`src/rtl/uart_receiver_ext.sv`:
```
// uart_receiver_ext
// Configurable UART receiver. It supports 5..DATA_BITS data bits, optional
// even/odd parity, one or two stop bits, and a false-start filter. Received
// frames go into a small FIFO together with their framing and parity error
// flags. A sticky overrun flag records frames that were dropped.
//
// Optional feature: define UART_RX_BREAK_EN to add break detection. This
// adds the break_det output and a BREAK state that waits for the line to
// return to idle.
//
// Ports:
//   clk            system clock
//   reset_n        asynchronous active-low reset
//   baud_edge      clocks per bit (>= 4), stable during a frame
//   data_len       00=5, 01=6, 10=7, 11=DATA_BITS data bits
//   parity_mode    00/11=none, 01=even, 10=odd
//   stop_bits      0=one, 1=two stop bits
//   serial_in      asynchronous RX line, idle high
//   data_out       FIFO head data, LSB-aligned
//   frame_err      FIFO head framing error flag
//   parity_err     FIFO head parity error flag
//   data_out_valid FIFO non-empty
//   data_out_ready consumer pop strobe
//   overrun        sticky dropped-frame flag, cleared by a pop
//   fifo_count     FIFO occupancy
//   break_det      (UART_RX_BREAK_EN only) one-cycle break pulse
module uart_receiver_ext #(
    parameter int CLOCK_FREQ = 125_000_000,
    parameter int MIN_BDRT   = 9_600,
    parameter int BAUD_BITS  = $clog2((CLOCK_FREQ + (MIN_BDRT / 2) - 1) / (MIN_BDRT / 2)),
    parameter int DATA_BITS  = 8,
    parameter int FIFO_DEPTH = 4
) (
    input  logic                            clk,
    input  logic                            reset_n,
    input  logic [BAUD_BITS-1:0]            baud_edge,
    input  logic [1:0]                      data_len,
    input  logic [1:0]                      parity_mode,
    input  logic                            stop_bits,
    input  logic                            serial_in,
    output logic [DATA_BITS-1:0]            data_out,
    output logic                            frame_err,
    output logic                            parity_err,
    output logic                            data_out_valid,
    input  logic                            data_out_ready,
    output logic                            overrun,
`ifdef UART_RX_BREAK_EN
    output logic                            break_det,
`endif
    output logic [$clog2(FIFO_DEPTH):0]     fifo_count
);

    localparam int PTR_W = $clog2(FIFO_DEPTH);
    localparam int CNT_W = PTR_W + 1;
    localparam int IDX_W = 4;
    localparam int ENT_W = DATA_BITS + 2;

    typedef enum logic [2:0] {
        ST_IDLE   = 3'd0,
        ST_START  = 3'd1,
        ST_DATA   = 3'd2,
        ST_PARITY = 3'd3,
`ifdef UART_RX_BREAK_EN
        ST_BREAK  = 3'd5,
`endif
        ST_STOP   = 3'd4
    } state_t;

    // XOR of the received data bits; unused upper bits are always zero.
    function automatic logic calc_parity(input logic [DATA_BITS-1:0] d);
        return ^d;
    endfunction

    logic                 sync1_r, sync2_r, rx_s;
    state_t               state_r;
    logic [BAUD_BITS-1:0] cnt_r;
    logic [IDX_W-1:0]     bit_idx_r, len_r, len_cfg_s;
    logic                 par_en_r, par_odd_r, stop2_r, stop_idx_r;
    logic [DATA_BITS-1:0] data_r;
    logic                 ferr_r, perr_r;
    logic                 sample_s, edge_s, push_s, pop_s, full_s, wr_en_s;
    logic [ENT_W-1:0]     push_entry_s, head_s;
    logic [ENT_W-1:0]     mem_r [FIFO_DEPTH];
    logic [PTR_W-1:0]     wr_ptr_r, rd_ptr_r;
    logic [CNT_W-1:0]     count_r;
    logic                 overrun_r;
`ifdef UART_RX_BREAK_EN
    logic                 par_bit_r, brk_s, break_det_r;
`endif

    assign rx_s     = sync2_r;
    assign sample_s = (cnt_r == (baud_edge >> 1));
    assign edge_s   = (cnt_r == (baud_edge - BAUD_BITS'(1)));
    assign pop_s    = (count_r != {CNT_W{1'b0}}) && data_out_ready;
    assign full_s   = (count_r == CNT_W'(FIFO_DEPTH));
    // Push while full goes ahead only if the head is leaving in the same cycle.
    assign wr_en_s  = push_s && (!full_s || pop_s);

    // Two-flop synchroniser for the asynchronous RX line.
    always_ff @(posedge clk or negedge reset_n) begin
        if (!reset_n) begin
            sync1_r <= 1'b1;
            sync2_r <= 1'b1;
        end else begin
            sync1_r <= serial_in;
            sync2_r <= sync1_r;
        end
    end

    // Decode the data_len code into a bit count.
    always_comb begin
        case (data_len)
            2'b00:   len_cfg_s = 4'd5;
            2'b01:   len_cfg_s = 4'd6;
            2'b10:   len_cfg_s = 4'd7;
            default: len_cfg_s = IDX_W'(DATA_BITS);
        endcase
    end

    // Decide whether this cycle pushes a frame and build the FIFO entry.
    always_comb begin
        push_s       = 1'b0;
        push_entry_s = {ENT_W{1'b0}};
`ifdef UART_RX_BREAK_EN
        brk_s        = 1'b0;
`endif
        if (state_r == ST_STOP && sample_s) begin
`ifdef UART_RX_BREAK_EN
            // All-zero data, zero parity bit and a low first stop bit form a break.
            if (!stop_idx_r && !rx_s && (data_r == {DATA_BITS{1'b0}}) && !(par_en_r && par_bit_r)) begin
                brk_s        = 1'b1;
                push_s       = 1'b1;
                push_entry_s = {perr_r, 1'b1, data_r};
            end else if (stop_idx_r == stop2_r) begin
                push_s       = 1'b1;
                push_entry_s = {perr_r, ferr_r | ~rx_s, data_r};
            end else begin
                push_s       = 1'b0;
            end
`else
            if (stop_idx_r == stop2_r) begin
                push_s       = 1'b1;
                push_entry_s = {perr_r, ferr_r | ~rx_s, data_r};
            end else begin
                push_s       = 1'b0;
            end
`endif
        end else begin
            push_s = 1'b0;
        end
    end

    // Receive FSM with bit timer, frame shift register and error flags.
    always_ff @(posedge clk or negedge reset_n) begin
        if (!reset_n) begin
            state_r    <= ST_IDLE;
            cnt_r      <= {BAUD_BITS{1'b0}};
            bit_idx_r  <= {IDX_W{1'b0}};
            len_r      <= {IDX_W{1'b0}};
            par_en_r   <= 1'b0;
            par_odd_r  <= 1'b0;
            stop2_r    <= 1'b0;
            stop_idx_r <= 1'b0;
            data_r     <= {DATA_BITS{1'b0}};
            ferr_r     <= 1'b0;
            perr_r     <= 1'b0;
`ifdef UART_RX_BREAK_EN
            par_bit_r   <= 1'b0;
            break_det_r <= 1'b0;
`endif
        end else begin
`ifdef UART_RX_BREAK_EN
            break_det_r <= brk_s;
`endif
            case (state_r)
                ST_IDLE: begin
                    cnt_r <= {BAUD_BITS{1'b0}};
                    if (!rx_s) begin
                        // Frame format is frozen for the whole frame here.
                        len_r      <= len_cfg_s;
                        par_en_r   <= (parity_mode == 2'b01) || (parity_mode == 2'b10);
                        par_odd_r  <= (parity_mode == 2'b10);
                        stop2_r    <= stop_bits;
                        bit_idx_r  <= {IDX_W{1'b0}};
                        stop_idx_r <= 1'b0;
                        data_r     <= {DATA_BITS{1'b0}};
                        ferr_r     <= 1'b0;
                        perr_r     <= 1'b0;
`ifdef UART_RX_BREAK_EN
                        par_bit_r  <= 1'b0;
`endif
                        state_r    <= ST_START;
                    end
                end
                ST_START: begin
                    cnt_r <= edge_s ? {BAUD_BITS{1'b0}} : cnt_r + BAUD_BITS'(1);
                    if (sample_s && rx_s) begin
                        state_r <= ST_IDLE;
                    end else if (edge_s) begin
                        state_r <= ST_DATA;
                    end
                end
                ST_DATA: begin
                    cnt_r <= edge_s ? {BAUD_BITS{1'b0}} : cnt_r + BAUD_BITS'(1);
                    if (sample_s) begin
                        for (int i = 0; i < DATA_BITS; i++) begin
                            if (bit_idx_r == IDX_W'(i)) begin
                                data_r[i] <= rx_s;
                            end
                        end
                    end
                    if (edge_s) begin
                        if (bit_idx_r == len_r - IDX_W'(1)) begin
                            state_r <= par_en_r ? ST_PARITY : ST_STOP;
                        end else begin
                            bit_idx_r <= bit_idx_r + IDX_W'(1);
                        end
                    end
                end
                ST_PARITY: begin
                    cnt_r <= edge_s ? {BAUD_BITS{1'b0}} : cnt_r + BAUD_BITS'(1);
                    if (sample_s) begin
                        // Even: data^parity must be 0; odd: must be 1.
                        perr_r <= calc_parity(data_r) ^ rx_s ^ par_odd_r;
`ifdef UART_RX_BREAK_EN
                        par_bit_r <= rx_s;
`endif
                    end
                    if (edge_s) begin
                        state_r <= ST_STOP;
                    end
                end
                ST_STOP: begin
                    cnt_r <= edge_s ? {BAUD_BITS{1'b0}} : cnt_r + BAUD_BITS'(1);
                    if (sample_s) begin
`ifdef UART_RX_BREAK_EN
                        if (brk_s) begin
                            state_r <= ST_BREAK;
                            cnt_r   <= {BAUD_BITS{1'b0}};
                        end else if (push_s) begin
                            state_r <= ST_IDLE;
                        end else if (!rx_s) begin
                            ferr_r <= 1'b1;
                        end
`else
                        // Leaving at the final stop sample re-arms half a bit early.
                        if (push_s) begin
                            state_r <= ST_IDLE;
                        end else if (!rx_s) begin
                            ferr_r <= 1'b1;
                        end
`endif
                    end
                    if (edge_s) begin
                        stop_idx_r <= 1'b1;
                    end
                end
`ifdef UART_RX_BREAK_EN
                ST_BREAK: begin
                    // Count consecutive high cycles; one full bit time re-arms.
                    if (!rx_s) begin
                        cnt_r <= {BAUD_BITS{1'b0}};
                    end else if (edge_s) begin
                        state_r <= ST_IDLE;
                    end else begin
                        cnt_r <= cnt_r + BAUD_BITS'(1);
                    end
                end
`endif
                default: begin
                    state_r <= ST_IDLE;
                end
            endcase
        end
    end

    // Receive FIFO storage, pointers, occupancy and sticky overrun.
    always_ff @(posedge clk or negedge reset_n) begin
        if (!reset_n) begin
            for (int i = 0; i < FIFO_DEPTH; i++) begin
                mem_r[i] <= {ENT_W{1'b0}};
            end
            wr_ptr_r  <= {PTR_W{1'b0}};
            rd_ptr_r  <= {PTR_W{1'b0}};
            count_r   <= {CNT_W{1'b0}};
            overrun_r <= 1'b0;
        end else begin
            if (wr_en_s) begin
                mem_r[wr_ptr_r] <= push_entry_s;
                wr_ptr_r        <= wr_ptr_r + PTR_W'(1);
            end
            if (pop_s) begin
                rd_ptr_r <= rd_ptr_r + PTR_W'(1);
            end
            case ({wr_en_s, pop_s})
                2'b10:   count_r <= count_r + CNT_W'(1);
                2'b01:   count_r <= count_r - CNT_W'(1);
                default: count_r <= count_r;
            endcase
            if (pop_s) begin
                overrun_r <= 1'b0;
            end else if (push_s && !wr_en_s) begin
                overrun_r <= 1'b1;
            end
        end
    end

    assign head_s         = mem_r[rd_ptr_r];
    assign data_out       = head_s[DATA_BITS-1:0];
    assign frame_err      = head_s[DATA_BITS];
    assign parity_err     = head_s[DATA_BITS+1];
    assign data_out_valid = (count_r != {CNT_W{1'b0}});
    assign overrun        = overrun_r;
    assign fifo_count     = count_r;
`ifdef UART_RX_BREAK_EN
    assign break_det      = break_det_r;
`endif

endmodule

```
`config.mk`:
```
export PLATFORM = sky130hd
export DESIGN_NAME = uart_receiver_ext
export DESIGN_NICKNAME = d
export VERILOG_FILES = /design/src/rtl/uart_receiver_ext.sv
export SDC_FILE = /design/constraint.sdc
export NUM_CORES = 1
export LEC_CHECK = 0
export ABC_AREA = 1
export BUFFER_PORTS_ARGS = -buffer_cell sky130_fd_sc_hd__buf_4
export CAP_MARGIN = 20
export CELL_PAD_IN_SITES_DETAIL_PLACEMENT = 0
export CELL_PAD_IN_SITES_GLOBAL_PLACEMENT = 1
export CORE_MARGIN = 1
export CORE_UTILIZATION = 40
export DETAILED_ROUTE_END_ITERATION = 6
export HOLD_SLACK_MARGIN = 0.06
export PLACE_DENSITY = 0.76
export SYNTH_ARGS = -nofsm -noshare
export SYNTH_HDL_FRONTEND = slang
export SYNTH_SLANG_ARGS = --single-unit
```
`constraint.sdc`:
```
create_clock -name clk -period 5.9 [get_ports clk]
set_input_delay 1.475 -clock clk [delete_from_list [all_inputs] [get_ports clk]]
set_output_delay 1.475 -clock clk [all_outputs]
set_load 0.005 [all_outputs]
```
==> results.tsv, run 1 <==
stage	metric	value	unit
cts	cts-resized-gates	0	
route	dr.first_iter.drc_count	295	
sta	final-max-slew-violation-count	0	
cts	cts_sinks	90	
route	routed_via_density	4.86	
sta	min_period	3810	ps
sta	rsz0062_at_grt	no	
sta	whs	359	ps
cts	clk_latency	350	ps
logic_synthesis	synth_top_area_share	37.9	%
setup_path	rr_startpoint	state_r[1]$_DFFE_PN0P_	
logic_synthesis	syn_avg_cell_area	7.04	um^2
layout	drive_above_1_share	10.1	%
setup_path	crit_family	buffers and inverters	
cts	post_cts_buffers	0	
die	fp.dieW	122	um
layout	fill_cells	1448	
die	initial_core_util	41.3	%
placement	hpwl	10.1	mm
outcome	status	completed	
logic_synthesis	ys_seq_elements	90	
logic_synthesis	synth_seq_area_share	38.9	%
setup_path	max_stage_delay	670	ps
sta	hold_violations	0	
setup_path	worstPathBufferInverterCount	2	
grt	grt_pass1_wl	23.2	mm
sta	clock_skew	4.44	ps
sta	setup_violations	0	
pwr	p_leak	3.31	nW
setup_path	path_max_fanout	31	
cts	cts_buffers	9	
sta	tightest_slew	890	ps
route	firstDrtPassIters	4	
die	rows	43	
sta	max_freq	0.263	GHz
grt	gr-total-overflow	0	
grt	grt_pass1_vias	4761	
setup_path	path_class	reg -> out	
pwr	power_density	309	nW/um^2
cts	root_buffer	clkbuf_16	
min_path	hold_start	sync1_r$_DFF_PN1_	
setup_path	arrival	2330	ps
setup_path	cp_data_required_time	4430	ps
sta	min_period_over_period	64.6	%
cts	clk_pin_slew	60	ps
die	coreArea	14000	um^2
die	die_y	122	um
sta	slew_headroom	40.6	%
logic_synthesis	yosysWarnings	0	
grt	gr-usage-all-layers	20.1	%
cts	cts_hold_buf	0	
logic_synthesis	ys_types	35	
setup_path	cp-end-kind	output port	
logic_synthesis	syn_inst	824	
sta	finalSetupTns	0	ps
flow_run	maxCapViolations	0	
route	routed_wl	13.9	mm
setup_path	cpMostUsedCell	a21oi_1	
setup_path	crit_path_top_delay_cell	dfrtp_1	
logic_synthesis	synth_area_leaders	dfrtp_1 38%, nand2_1 14%, inv_1 9.3%	
pwr	ir_worst_vdd	0.157	mV
logic_synthesis	yosys.area.top_type	dfrtp_1	
layout	final_cells	1042	
placement	dp_cells	1026	
cts	cts_max_level	3	
cts	ctsLongestPathBuffers	2	
placement	portBuffers	38	
layout	diodes	0	
route	wl_per_cell	13.4	um
route	drtAntennaViolNets	0	
layout	final_util	46.5	%
setup_path	cp-startpoint	rd_ptr_r[0]$_DFFE_PN0P_	
placement	finalWeightedCongestion	0.829	
layout	layout.nets	897	
grt	grt_max_degree	50	
min_path	min_path_type	reg -> reg	
die	dieArea	15000	um^2
setup_path	crit_path_cell_trace	inv_1 -> o21ai_0 -> a21oi_1 -> a21oi_1 -> buf_4	
route	num_vias	5067	
logic_synthesis	netlist_area	5800	um^2
layout	syn_to_final_growth	12.6	%
cts	cts_tree	done	
route	route.detailed.drc	0	
die	io_pins	39	
grt	antenna_found_initial	0	
setup_path	cp-start-kind	flip-flop	
logic_synthesis	syn_nets	864	
==> layer usage <==
| layer | part of all wire, % | vias up | track usage, % |
|---|---|---|---|
| met5 | 0 | - | 0 |
| li1 | - | 2621 | - |
| met3 | 3.2 | 10 | 3.58 |
| met2 | 47 | 84 | 32.7 |
| met4 | 1.2 | 0 | 5.79 |
| met1 | 49 | 2352 | 27.2 |
==> placed cells by master, fill, tap and decap left out, drive strengths merged <==
cell / n
nor4: 3
clkinv: 3
a21oi: 34
ha: 15
nand4: 11
o21bai: 1
o21ai: 74
xor2: 27
nor2: 73
xnor2: 20
buf: 39
bufinv: 1
clkbuf: 13
inv: 160
nor3: 5
and2: 1
nand2: 225
dfrtp: 88
fa: 1
o21a: 1
o22ai: 15
dfstp: 2
o31ai: 1
nand3: 44
or2: 2
nand3b: 3
==> where the power goes <==
part           switching [W]  internal (W)
combinational       0.000407      0.000258
clock               0.000243      0.000353
sequential         0.0000783      0.000678
total               0.000728       0.00129
==> flip-flops by register name (all words and copies together), names as in the netlist, 2 cells and up <==
name / cells
bit_idx_r: 4
cnt_r: 15
data_r: 8
fifo_count: 3
len_r: 4
mem_r: 40
rd_ptr_r: 2
state_r: 3
wr_ptr_r: 2
==> logic make-up after synthesis <==
kind of cell / synth area share, %
simple gates: 27.1
buf+inv: 12.0
compound gates: 11.3
flops: 38.9
xor+xnor: 7.09
fa+ha+maj: 3.58
==> final cells by class <==
type	instances	area [um^2]	share of cell area [%]
Sequential cell	90	2250	34.5
Inverter	161	604	9.25
Clock buffer	13	260	3.98
Tap cell	180	225	3.45
Multi-Input combinational cell	556	2850	43.6
Clock inverter	3	47.5	0.728
Timing Repair Buffer	39	293	4.48
==> cells in the mapped netlist (all sizes together) <==
cell      n
a21oi    34
and2      1
buf       8
clkbuf    9
clkinv    1
dfrtp    88
dfstp     2
fa        1
ha       15
inv     160
nand2   225
nand3    44
nand3b    3
nand4    11
nor2     73
nor3      5
nor4      3
o21a      1
o21ai    74
o21bai    1
o22ai    15
o31ai     1
or2       2
xnor2    20
xor2     27
==> worst paths after layout <==
check	slack (ps)	end	cells after the start
setup / recovery	2090	data_out[4]	5
hold / removal	360	rx_s$_DFF_PN1_	0
setup reg to reg	3190	bit_idx_r[0]$_DFFE_PN0P_	10
hold reg to reg	360	rx_s$_DFF_PN1_	0
max in group asynchronous	3750	data_r[5]$_DFFE_PN0P_	2
min in group asynchronous	1110	mem_r[18]$_DFFE_PN0P_	1
==> through the flow <==
| step | power [W] | setup WS, ps | area (um^2) |
|---|---|---|---|
| floorplan | 0.00119 | 2890 | 5800 |
| global placement | 0.00143 | 2380 | 6230 |
| detailed placement | 0.00144 | 2340 | 6230 |
| CTS | 0.00204 | 2070 | 6540 |
| global route | 0.00216 | 1870 | 6540 |
| finish | 0.00202 | 2090 | 6540 |
Note: power is estimated with default switching activity, not from simulation.
==> run 2, diff against run 1 <==
Clock period 5.9 ns to 3.91 ns, I/O delays scaled along.
==> run 2 against run 1 <==
Via count is essentially flat. Core utilization grew 0.12 points. Final cell count rose by 0.29%. Largest cell class unchanged. Clock skew rose by 5.3 ps. Clock-buffer cell count fell by 2. Register-to-register slack worse by 1700 ps. Cell area grew 0.27%. First-iteration DRC count up 9.8%. Non-clock buffer count increased by 4. Critical path type unchanged.
==> results.tsv, run 2 (same netlist as run 1, synthesis figures left out) <==
stage	metric	value	unit	change
route	drt-met1-wl	6.65	mm	was 6.84 mm
pwr	power_density	463	nW/um^2	was 309 nW/um^2
layout	diodes	0		unchanged
layout	top_regs	mem_r (40), cnt_r (15), data_r (8)		unchanged
sta	final-max-slew-violation-count	0		unchanged
setup_path	cp_data_required_time	2930	ps	was 4430 ps
grt	grt_pass1_wl	23.6	mm	was 23.2 mm
cts	cts_tree	done		unchanged
route	wl_met3	556	um	was 442 um
die	io_pins	39		unchanged
layout	layout_commonest_cell	nand2_1		unchanged
pwr	p_leak	3.33	nW	was 3.31 nW
flow_run	maxCapViolations	0		unchanged
setup_path	crit_path_top_delay_cell	inv_1		was dfrtp_1
setup_path	arrival	1850	ps	was 2330 ps
setup_path	max_stage_delay	480	ps	was 670 ps
route	num_vias	5070		was 5067
cts	cts_hold_buf	0		unchanged
sta	setup_violations	0		unchanged
pwr	ir_worst_vdd	0.233	mV	was 0.157 mV
cts	root_buffer	clkbuf_16		unchanged
min_path	min_path_type	reg -> reg		unchanged
cts	clk_pin_slew	60	ps	about the same
die	rows	43		unchanged
layout	layout_common_cells	222 x nand2_1, 144 x inv_1, 88 x dfrtp_1, 63 x nor2_1		was 222 x nand2_1, 144 x inv_1, 88 x dfrtp_1, 63 x nor2_1, 43 x nand3_1
sta	rsz0062_at_grt	no		unchanged
cts	cts_sinks	90		unchanged
placement	dp_cells	1030		was 1026
cts	post_cts_buffers	0		unchanged
layout	final_cells	1045		was 1042
sta	max_freq	0.353	GHz	
setup_path	path_class	reg -> out		unchanged
sta	slew_headroom	47.3	%	was 40.6%
setup_path	cp-end-kind	output port		unchanged
route	route.met2.wl	6.37	mm	was 6.50 mm
layout	layout.nets	901		was 897
placement	finalWeightedCongestion	0.831		was 0.829
route	route.detailed.drc	0		unchanged
cts	cts_max_level	3		unchanged
placement	portBuffers	38		unchanged
setup_path	cpMostUsedCell	a21oi_1		unchanged
outcome	status	completed		unchanged
route	drtAntennaViolNets	0		unchanged
setup_path	crit_family	buffers and inverters		unchanged
layout	final_util	46.7	%	was 46.5%
sta	finalSetupTns	0	ps	unchanged
sta	min_period_over_period	72.4	%	
placement	hpwl	10.3	mm	was 10.1 mm
placement	place_ws	843	ps	was 2340 ps
route	wl_per_cell	13.2	um	was 13.4 um
cts	cts_buffers	9		unchanged
layout	largest_register	mem_r		unchanged
route	dr.first_iter.drc_count	324		was 295
setup_path	path_max_fanout	20		was 31
sta	setup_slack	1080	ps	was 2090 ps
route	firstDrtPassIters	5		was 4
layout	largest_register_ff_count	40		unchanged
layout	drive_above_1_share	10.5	%	was 10.1%
sta	clock_skew	9.74	ps	was 4.44 ps
die	die_y	122	um	unchanged
route	routed_via_density	4.85		was 4.86
cts	clk_latency	350	ps	about the same
cts	cts-resized-gates	0		unchanged
sta	hold_violations	0		unchanged
setup_path	worstPathBufferInverterCount	2		unchanged
grt	grt_max_degree	60		was 50
setup_path	cp-start-kind	flip-flop		unchanged
sta	min_period	2830	ps	
grt	antenna_found_initial	0		unchanged
setup_path	crit_path_cell_trace	inv_1 -> o21ai_0 -> a21oi_1 -> a21oi_1 -> buf_4		unchanged
layout	syn_to_final_growth	12.9	%	was 12.6%
die	fp.dieW	122	um	unchanged
die	dieArea	15000	um^2	unchanged
layout	stdcell_area	6550	um^2	was 6540 um^2
grt	gr-usage-all-layers	20.3	%	was 20.1%
route	top_layer	met4		unchanged
sta	tightest_slew	790	ps	was 890 ps
route	routed_wl	13.8	mm	was 13.9 mm
grt	gr-total-overflow	0		unchanged
cts	ctsLongestPathBuffers	2		unchanged
placement	place_area	6260	um^2	was 6230 um^2
grt	grt_pass1_vias	4856		was 4761
die	initial_core_util	41.3	%	unchanged
die	coreArea	14000	um^2	unchanged
==> run 2: cell types whose count changed in the layout (fill, tap and decap cells not counted) <==
cell and change:
buf_4 +4, clkbuf_1 -1, clkinv_2 +1, clkbuf_8 -1
==> run 2: where the power goes <==
group | switching (W) | internal, W
Sequential | 0.0000960 | 0.00102
Clock | 0.000360 | 0.000510
Combinational | 0.000634 | 0.000406
Total | 0.00109 | 0.00194
==> run 2: final cells by class <==
cell class | instances | area (um^2)
Multi-Input combinational cell | 556 | 2850
Clock buffer | 11 | 243
Timing Repair Buffer | 43 | 323
Clock inverter | 4 | 52.6
Tap cell | 180 | 225
Fill cell | 1423 | 7490
Sequential cell | 90 | 2250
Inverter | 161 | 604
==> run 2: per-stage QoR <==
step | hold slack, ps | total power [W]
after floorplan | 345 | 0.00179
after global placement | 346 | 0.00217
after detailed placement | 348 | 0.00219
after CTS | 355 | 0.00307
after global routing | 356 | 0.00328
final | 356 | 0.00303
==> run 2: final timing paths <==
check,endpoint,cells past startpoint,slack [ps],startpoint
worst max register to register,fifo_count[2]$_DFFE_PN0P_,16,1470,cnt_r[6]$_DFFE_PN0P_
worst min-delay path,rx_s$_DFF_PN1_,0,360,sync1_r$_DFF_PN1_
min in group asynchronous,mem_r[18]$_DFFE_PN0P_,1,710,reset_n
max in group asynchronous,cnt_r[7]$_DFFE_PN0P_,2,2460,reset_n
worst min register to register,rx_s$_DFF_PN1_,0,360,sync1_r$_DFF_PN1_
worst max-delay path,data_out[4],5,1080,rd_ptr_r[1]$_DFFE_PN0P_
==> run 2: layer usage <==
layer / vias to the layer above / global-route usage [%]
li1: 2634 / -
met5: - / 0
met2: 84 / 32.4
met3: 13 / 4.55
met4: 0 / 4.95
met1: 2339 / 27.7
==> run 3, diff against run 2 <==
Settings changed: PLACE_DENSITY 0.76 to 0.79.
Clock period 3.91 ns to 2.6 ns, I/O delays scaled along.
==> run 3 against run 2 <==
Cell area is 0.78% higher. Total power is 49% higher. Clock-buffer cell count stayed put. Sequential share of layout area is 0.27 points lower. Routed wire length is 1.7% lower. Clock skew hardly changed. Largest power group unchanged. Combinational power is 54% higher. Non-clock buffer count is 7 higher. Clock power is 41% higher. Critical path depth stayed put. Sequential cell count stayed put. Core utilization is 0.37 points higher.
==> results.tsv, run 3 (same netlist as run 1, synthesis figures left out) <==
stage	metric	value	unit	change
route	wl_per_cell	12.8	um	was 13.2 um
setup_path	crit_path_top_delay_cell	inv_1		unchanged
flow_run	maxCapViolations	0		unchanged
layout	layout_commonest_cell	nand2_1		unchanged
route	dr.first_iter.drc_count	359		was 324
setup_path	r2r_cells	17		was 16
grt	grt_pass1_vias	4728		was 4856
sta	min_period	2370	ps	
die	coreArea	14000	um^2	unchanged
cts	post_cts_buffers	0		unchanged
sta	tightest_slew	553	ps	was 790 ps
layout	largest_register	mem_r		unchanged
route	num_vias	5017		was 5070
sta	clock_skew	10.1	ps	was 9.74 ps
setup_path	cp-end-kind	output port		unchanged
grt	antenna_found_initial	0		unchanged
outcome	status	completed		unchanged
sta	final-max-slew-violation-count	0		unchanged
layout	multi_input_area	2850	um^2	unchanged
setup_path	crit_family	buffers and inverters		unchanged
min_path	min_path_type	in -> async		was reg -> reg
setup_path	arrival	1720	ps	was 1850 ps
layout	ff_latch_area	2250	um^2	unchanged
cts	cts_tree	done		unchanged
pwr	p_leak	3.36	nW	was 3.33 nW
grt	gr-total-overflow	0		unchanged
setup_path	worstPathBufferInverterCount	3		was 2
pwr	power_density	683	nW/um^2	was 463 nW/um^2
sta	whs	261	ps	was 356 ps
layout	fill_cells	1437		was 1423
placement	hpwl	10.1	mm	was 10.3 mm
sta	max_freq	0.422	GHz	
cts	cts_max_level	3		unchanged
route	drtAntennaViolNets	0		unchanged
setup_path	crit_path_cell_trace	inv_1 -> buf_4 -> a21oi_1 -> a21oi_1 -> buf_4		was inv_1 -> o21ai_0 -> a21oi_1 -> a21oi_1 -> buf_4
layout	layout.nets	908		was 901
sta	setup_violations	0		unchanged
grt	gr-usage-all-layers	19.7	%	was 20.3%
setup_path	cp-start-kind	flip-flop		unchanged
cts	cts_sinks	90		unchanged
placement	portBuffers	38		unchanged
setup_path	path_max_fanout	17		was 20
setup_path	max_stage_delay	420	ps	was 480 ps
die	dieArea	15000	um^2	unchanged
sta	rsz0062_at_grt	no		unchanged
route	routed_via_density	4.76		was 4.85
die	rows	43		unchanged
cts	clk_pin_slew	70	ps	was 60 ps
placement	finalWeightedCongestion	0.875		was 0.831
grt	grt_pass1_wl	22.9	mm	was 23.6 mm
route	firstDrtPassIters	5		unchanged
route	routed_wl	13.5	mm	was 13.8 mm
setup_path	cp_data_required_time	1950	ps	was 2930 ps
sta	min_period_over_period	91.2	%	
route	route.detailed.drc	0		unchanged
cts	cts-resized-gates	0		unchanged
die	io_pins	39		unchanged
layout	drive_above_1_share	11.3	%	was 10.5%
cts	root_buffer	clkbuf_16		unchanged
setup_path	path_class	reg -> out		unchanged
cts	clk_latency	350	ps	about the same
layout	top_regs	mem_r (40), cnt_r (15), data_r (8)		unchanged
layout	diodes	0		unchanged
sta	slew_headroom	63.1	%	was 47.3%
layout	final_util	47.0	%	was 46.7%
cts	cts_hold_buf	0		unchanged
die	die_y	122	um	unchanged
layout	largest_register_ff_count	40		unchanged
setup_path	worst-path-stages	5		unchanged
sta	hold_violations	0		unchanged
layout	syn_to_final_growth	13.8	%	was 12.9%
layout	layout_common_cells	222 x nand2_1, 144 x inv_1, 88 x dfrtp_1, 63 x nor2_1, 49 x buf_4		was 222 x nand2_1, 144 x inv_1, 88 x dfrtp_1, 63 x nor2_1
cts	cts_buffers	9		unchanged
die	fp.dieW	122	um	unchanged
pwr	ir_worst_vdd	0.314	mV	was 0.233 mV
die	initial_core_util	41.3	%	unchanged
grt	grt_max_degree	57		was 60
cts	ctsLongestPathBuffers	2		unchanged
==> run 3: cell types whose count changed in the layout (fill, tap and decap cells not counted) <==
cell / change
buf_4: +6
buf_12: +1
bufinv_16: -1
clkinvlp_4: +1
inv_6: +1
==> run 3: path summary, 6_finish.rpt <==
kind / end / slack [ps] / from
worst max register to register: fifo_count[2]$_DFFE_PN0P_ / 320 / cnt_r[7]$_DFFE_PN0P_
worst min register to register: rx_s$_DFF_PN1_ / 350 / sync1_r$_DFF_PN1_
min in group clk: rx_s$_DFF_PN1_ / 350 / sync1_r$_DFF_PN1_
worst min-delay path: overrun$_DFFE_PN0P_ / 260 / reset_n
max in group asynchronous: sync1_r$_DFF_PN1_ / 1620 / reset_n
worst max-delay path: data_out[1] / 230 / rd_ptr_r[1]$_DFFE_PN0P_
==> run 3: area by class of cell <==
class | instances | share of cell area, %
inverters | 161 | 9.15
well taps | 180 | 3.41
repair buffers | 50 | 5.87
flip-flops and latches | 90 | 34.1
clock inverters | 5 | 0.587
clock buffers | 11 | 3.68
multi-input cells | 556 | 43.2
==> run 3: stage by stage <==
stage                     worst slack, ps  total power (W)  instance area, um^2  cells  setup TNS [ps]
after floorplan                       410          0.00270                 5800    824               0
after global placement               75.8          0.00329                 6320   1037               0
after detailed placement            -19.0          0.00333                 6320   1037           -37.3
after CTS                             199          0.00458                 6600   1053               0
after global routing                 52.1          0.00487                 6600   1053               0
final                                 230          0.00451                 6600   1053               0
==> run 3: report_power, final <==
| group | leakage, nW | switching [W] | internal (W) |
|---|---|---|---|
| Combinational | 2.20 | 0.000963 | 0.000634 |
| Sequential | 1.02 | 0.000141 | 0.00154 |
| Clock | 0.136 | 0.000553 | 0.000679 |
| Total | 3.36 | 0.00166 | 0.00285 |
==> run 3: worst register-to-register path, stage by stage (launching register included) <==
cell and delay [ps]:
dfrtp_1 450, inv_2 130, nand2_1 60, o21ai_1 110, nor2_1 70, nand2_1 70
nor2_2 50, nand2_4 140, inv_2 70, nand2_1 110, nand2_1 120, fa_1 410
inv_1 70, nand4_1 110, nand2_1 80, nand2_1 40, nand2_1 50, inv_1 30
==> run 3: per-layer routing <==
metal | wire (um) | vias up | GRT usage (%)
met2 | 6130 | 100 | 31.5
met1 | 6700 | 2270 | 27.1
met5 | 0 | - | 0
met3 | 549 | 10 | 4.32
met4 | 145 | 0 | 4.42
li1 | - | 2637 | -
